<file path="src/rtl/fwd_pkg.sv">
// Shared types and helpers for the forwarding scoreboard.
// Build option: FWD_LOAD_INTERLOCK_EN enables load-use stall generation.
package fwd_pkg;

  // The stored rd field is sized for the widest supported register file.
  // Narrower address widths are zero-extended on entry.
  localparam int FWD_RD_W_MAX = 16;

  // Select value that means "take the operand from the register file".
  localparam int FWD_SEL_RF = 0;

  // One in-flight producer record.
  typedef struct packed {
    logic                    valid;
    logic                    wren;
    logic [FWD_RD_W_MAX-1:0] rd;
    logic                    load;
  } fwd_entry_t;

  // Select width: it must encode 0 (register file) plus stages 1..depth.
  function automatic int fwd_sel_w(input int depth);
    return (depth < 1) ? 1 : $clog2(depth + 1);
  endfunction

endpackage

</file>
<file path="src/rtl/fwd_match.sv">
// Matches one source address against every tracked producer stage. It emits
// the select of the youngest matching stage and flags a hit on a stage-1 load.
module fwd_match
  import fwd_pkg::*;
#(
  parameter int REG_ADDR_W = 3,
  parameter int FWD_DEPTH  = 2,
  parameter int SEL_W      = fwd_sel_w(FWD_DEPTH)
) (
  input  logic [REG_ADDR_W-1:0]        src,
  input  fwd_entry_t [FWD_DEPTH-1:0]   ent,
  output logic [SEL_W-1:0]             sel,
  output logic                         ld_hit
);

  logic [FWD_RD_W_MAX-1:0] src_ext;
  logic [FWD_DEPTH-1:0]    hit;
  logic [FWD_DEPTH-1:0]    ld_vec;
  logic                    unused_ld;

  assign src_ext = FWD_RD_W_MAX'(src);

  // Per-stage address match against live, register-writing producers.
  always_comb begin
    hit    = '0;
    ld_vec = '0;
    for (int k = 0; k < FWD_DEPTH; k++) begin
      hit[k]    = ent[k].valid & ent[k].wren & (ent[k].rd == src_ext);
      ld_vec[k] = ent[k].load;
    end
  end

  // Priority encode. The scan runs from oldest to youngest, so the youngest
  // matching stage is written last and wins. Matches are never ORed.
  always_comb begin
    sel = SEL_W'(FWD_SEL_RF);
    for (int k = FWD_DEPTH - 1; k >= 0; k--) begin
      if (hit[k]) sel = SEL_W'(k + 1);
    end
  end

  // Only a stage-1 load can cause a load-use hazard. Older loads have already
  // produced their data.
  assign ld_hit = hit[0] & ent[0].load;

  // The load flags of older stages are carried along but never examined here.
  assign unused_ld = ^ld_vec;

endmodule

</file>
<file path="src/rtl/fwd_scoreboard.sv">
// Forwarding and load-use interlock unit. It keeps a FWD_DEPTH-deep shift
// register of in-flight producers and resolves one bypass select per source.
// Build option: FWD_LOAD_INTERLOCK_EN stores load flags and drives ld_stall.
// Without it, ld_stall is 0 and loads forward like ALU results.
module fwd_scoreboard
  import fwd_pkg::*;
#(
  parameter  int REG_ADDR_W = 3,
  parameter  int NUM_SRC    = 2,
  parameter  int FWD_DEPTH  = 2,
  localparam int SEL_W      = fwd_sel_w(FWD_DEPTH)
) (
  input  logic                          clk,
  input  logic                          rst,
  input  logic                          adv,
  input  logic                          flush,
  input  logic                          cons_valid,
  input  logic [NUM_SRC*REG_ADDR_W-1:0] cons_src,
  input  logic                          cons_wren,
  input  logic [REG_ADDR_W-1:0]         cons_rd,
  input  logic                          cons_load,
  output logic [NUM_SRC*SEL_W-1:0]      fwd_sel,
  output logic                          ld_stall
);

  // ent[0] is stage 1, the producer nearest the consumer.
  fwd_entry_t [FWD_DEPTH-1:0] ent;
  fwd_entry_t                 push;
  logic [NUM_SRC-1:0]         ld_hit;
  logic                       load_in;

  for (genvar i = 0; i < NUM_SRC; i++) begin : g_src
    fwd_match #(
      .REG_ADDR_W (REG_ADDR_W),
      .FWD_DEPTH  (FWD_DEPTH),
      .SEL_W      (SEL_W)
    ) u_match (
      .src    (cons_src[i*REG_ADDR_W +: REG_ADDR_W]),
      .ent    (ent),
      .sel    (fwd_sel[i*SEL_W +: SEL_W]),
      .ld_hit (ld_hit[i])
    );
  end

`ifdef FWD_LOAD_INTERLOCK_EN
  assign ld_stall = cons_valid & (|ld_hit);
  assign load_in  = cons_load;
`else
  logic unused_ld;
  assign ld_stall  = 1'b0;
  assign load_in   = 1'b0;
  assign unused_ld = ^{ld_hit, cons_load};
`endif

  // Entry entering stage 1. A stalled or absent consumer becomes a bubble.
  always_comb begin
    push = '0;
    if (cons_valid && !ld_stall) begin
      push.valid = 1'b1;
      push.wren  = cons_wren;
      push.rd    = FWD_RD_W_MAX'(cons_rd);
      push.load  = load_in;
    end
  end

  // Producer shift register: reset beats flush, and flush beats advance.
  always_ff @(posedge clk) begin
    if (rst) begin
      ent <= '0;
    end else if (flush) begin
      ent <= '0;
    end else if (adv) begin
      for (int k = FWD_DEPTH - 1; k >= 1; k--) ent[k] <= ent[k-1];
      ent[0] <= push;
    end
  end

endmodule

</file>
<file path="config.mk">
export PLATFORM = sky130hd
export DESIGN_NAME = fwd_scoreboard
export DESIGN_NICKNAME = d
export VERILOG_FILES = /design/src/rtl/fwd_pkg.sv /design/src/rtl/fwd_match.sv /design/src/rtl/fwd_scoreboard.sv
export SDC_FILE = /design/constraint.sdc
export NUM_CORES = 1
export LEC_CHECK = 0
export CAP_MARGIN = 30
export CELL_PAD_IN_SITES_DETAIL_PLACEMENT = 0
export CELL_PAD_IN_SITES_GLOBAL_PLACEMENT = 1
export CORE_UTILIZATION = 29
export CTS_BUF_LIST = sky130_fd_sc_hd__clkbuf_2 sky130_fd_sc_hd__clkbuf_4 sky130_fd_sc_hd__clkbuf_8
export DETAILED_ROUTE_END_ITERATION = 8
export GPL_TIMING_DRIVEN = 0
export PLACE_DENSITY_LB_ADDON = 0.1
export SYNTH_ARGS = -nofsm -noshare
export SYNTH_HDL_FRONTEND = slang
export SYNTH_SLANG_ARGS = --single-unit
export TNS_END_PERCENT = 5
</file>
<file path="constraint.sdc">
create_clock -name clk -period 1.1 [get_ports clk]
set_input_delay 0.22 -clock clk [delete_from_list [all_inputs] [get_ports clk]]
set_output_delay 0.22 -clock clk [all_outputs]
set_load 0.03 [all_outputs]
</file>
After elaboration in Yosys (flattened, before gate mapping)
Cells that the tools add are included.

storage, ports and cells
  memories kept = 0
  latch bits = 0
  bits in read-only memories = 0
  register bits = 36
  word-level logic and storage cells = 22
  output and inout port bits = 5
  bits in writable memories = 0

operators by class
  reductions and logical operators = 1
  multiply operators = 0
  muxes and demuxes = 5
  bitwise gates (word level) = 6
  eq/ne operators = 4
  add/sub/neg operators = 0
  shifts and indexed selects = 0
  divide/modulo/power cells = 0
  order comparisons = 0

operator list
  operator                                         number
  16-bit by 3-bit equality test with 1-bit output  4
  19-bit 2-to-1 mux                                1
  2-bit 2-to-1 mux                                 4
  1-bit AND                                        6
  2-bit OR reduction                               1

Longest topological paths before layout
  depth after elaboration = 4
  mapped depth = 3
  depth with buffers taken out = 3

By module
A second synthesis with hierarchy kept.

second synthesis, totals
  cells, all modules = 81
  area total of the unflattened synthesis = 704.4 µm²

modules (own cells, without submodules)
  module          area an instance (µm²)  times used  cells each
  fwd_scoreboard  384.1                   1           39
  fwd_match       160.2                   2           21

Worst setup path after synthesis
OpenSTA, ideal clock, no wires.

  path type = reg2out
  start point = register ent[3] (netlist name)
  end point = output fwd_sel[1]
  arrival = 1.490 ns
  slack = -0.610 ns
  path buffers = 0
  cell stages (with the launch flop) = 4
  path through = dfxtp_1 xor2_1 nor4_2 nor4_2

between the ends
  word-level cells in the longest chain between the ends = 3

ends and longest elaborated chain
  what                                             RTL line              text
  16-bit by 3-bit equality test with 1-bit output  fwd_match.sv:28       hit[k] = ent[k].valid & ent[k].wren & (ent[k].rd == src_ext);
  1-bit AND                                        fwd_match.sv:28
  2-bit 2-to-1 mux                                 fwd_match.sv:38       if (hit[k]) sel = SEL_W'(k + 1);
  end, declared                                    fwd_scoreboard.sv:22  output logic [NUM_SRC*SEL_W-1:0] fwd_sel,

Every way passes these cells.

Worst setup path after layout
  start point = register ent[1] (netlist name)
  end point = output fwd_sel[2]

between the ends
  word-level cells in the longest chain between the ends = 3

ends and longest elaborated chain
  what                                             RTL line
  16-bit by 3-bit equality test with 1-bit output  fwd_match.sv:28
  1-bit AND                                        fwd_match.sv:28
  2-bit 2-to-1 mux                                 fwd_match.sv:38

Every way passes these cells.

==> flow_summary.ini <==
[run_status]
status = finished, violations left
violations = setup timing

[final_layout]
drive_gt1_share_pct = 34.6
fillers = 190
register_area_sq_um = 208
antenna_cells = 0
largest_register = ent
largestRegisters = ent x10
multi_input_area_sq_um = 413
largest_reg_flops = 10
fin_nets = 98
areaGrowthSynthToFinish_pct = 62.9

[cts]
clk_path_buf_depth = 2
clock_latency_ns = 0.25
numCtsBuffers = 3
root_buffer = clkbuf_4
cts_tree = built
cts_htree_levels = 1
ctsHoldBuffers = 0
clkTransAtPathRegs_ns = 0.07
clock-sinks = 10

[floorplanning]
num_io_pins = 21
start_util_pct = 31.3
die_h_um = 45.4
die-area_sq_um = 2060
placementRows = 15
die_x_um = 45.4
design.core.area_sq_um = 1750

[route]
drt_wl_total_um = 1140
drtIter0Drc = 5
routedWlPerCell_um = 10.7
drt.antenna.violating_nets = 0
viasPerCell = 4.37
drt_pre_antenna_iters = 2
drc = 0
num_vias = 463

[global_route]
grt_max_degree = 11
grt_pass1_vias = 452
overflow = 0
antenna_found_initial = 0
grt.total_usage_pct = 12.5
grt_first_pass_wirelength_um = 1860

[worst_setup_path]
cp.arrival_ns = 1.36
startpoint_type = flip-flop
slowest_stage = dfxtp_4
crit_type = reg2out
end_kind = primary output
crit_chain = xor2_2 > nor4_4 > buf_4
cp_top_family = flip-flops
critPathBufInv = 1
cp_max_fo = 3
cp_slowest_stage_delay_ns = 0.37
required_ns = 0.88

[sta]
slew_viol_final = 0
tns_ns = -1.84
grt_setup_unrepaired = yes
post-route-period-util_pct = 143
layout_setup_ws_ns = -0.475
fin_skew_ns = 0.000162
holdWs_ns = 0.358
setup_viol = 4
fmax_mhz = 635
hold_viol = 0
min_period_ns = 1.58

[synth]
syn_avg_cell_area_sq_um = 9.43
synth-seq-area-share_pct = 36.6
ys_ff_latch = 10
syn-num-nets = 74
yosys_warnings = 0
postSynthCellCount = 58
synth_cell_types = 16
syn_area_sq_um = 547

[run]
cap_viol_max_count = 0

[min_path]
hp-class = in2reg

[placed_design]
dp_slack_ns = -1.14
portBuffers = 18
place_congestion = 0.669
dp_hpwl_um = 873

[pwr]
p_leak_nw = 0.350
powerDensity_nw_per_um2 = 936
p_total_mw = 0.833
peakVddDrop_mv = 0.481
[worst min-delay path, cell delays in order]
cell	delay (ns)
dlymetal6s2s_1	0.18
or2b_1	0.13
a21oi_1	0.05
[final cells by class]
cell class / instances / share of cell area (%)
timing repair buffer: 19 / 20.1
sequential: 10 / 23.3
multi-input combinational: 45 / 46.3
clock buffer: 4 / 4.07
buffer: 3 / 2.67
tap: 25 / 3.51
[cells in the final DEF, fill, tap and decap left out, types with 2 or more instances in the layout]
cell type        instances
a21oi_1                  4
xor2_2                   6
mux2i_1                  6
dfxtp_2                  3
xor2_1                   4
clkdlybuf4s50_1          9
nor4_4                   4
dfxtp_1                  6
nor2_1                   6
buf_4                    5
dlygate4sd2_1            4
buf_6                    2
clkbuf_4                 3
xnor2_1                  2
nand3_1                  6
or2b_1                   3
[cell families after synthesis]
kind of cell           synth area share, %
AND/OR/NAND/NOR                       25.9
AO/OA/AOI/OAI                         3.66
other                                0.686
XOR/XNOR                              19.2
flip-flops                            36.6
multiplexers                          11.0
buffers and inverters                 2.97
[metrics by stage]
| step | instance area [sq um] | util, % | std cells |
|---|---|---|---|
| after floorplan | 602 | - | 58 |
| after global placement | 813 | 46.6 | 101 |
| after detailed placement | 813 | 46.6 | 101 |
| after CTS | 883 | 50.6 | 106 |
| after global routing | 891 | 51.0 | 106 |
| final | 891 | 51.0 | 106 |
[routing by layer]
layer	up-vias	routed length, um	share of wire, %	global-route usage (%)
met3	0	52	4.6	1.19
met2	16	570	50	20.9
met5	-	0	0	0
met4	0	0	0	5.45
met1	212	516	45	16.1
li1	235	-	-	-
[synthesized netlist by cell type]
cell	n	share of area, %
nand2_1	1	0.69
mux2i_1	6	11
a21oi_1	4	3.7
nor4_2	4	9.2
xnor2_1	2	3.2
nor2_1	6	4.1
nand2b_1	1	1.1
conb_1	1	0.69
dfxtp_1	10	37
buf_2	1	0.91
xor2_1	10	16
nand3_1	6	5.5
clkbuf_1	1	0.69
buf_4	1	1.4
or2b_1	3	4.1
or2_2	1	1.1
[power breakdown]
group          switching, mW  internal, mW  total, mW
combinational         0.0646        0.0753      0.140
clock                  0.121         0.201      0.321
sequential           0.00702         0.365      0.372
total                  0.192         0.641      0.833
[final timing paths]
| path | to | slack [ns] | from | depth (start not counted) |
|---|---|---|---|---|
| max | fwd_sel[2] | -0.48 | ent[1] | 3 |
| min | ent[1] | 0.36 | adv | 3 |
| max reg2reg | ent[3] | 0.20 | ent[3] | 2 |
| min reg2reg | ent[17] | 0.50 | ent[17] | 2 |
[repair_timing]
item | in CTS | in global routing
setup endpoints to repair | 14 | 10
pin swaps | 5 | 0
gates cloned | 0 | 0
resized for setup | 37 | 4
setup buffers | 1 | 0
Power figures use the tool's default switching activity.
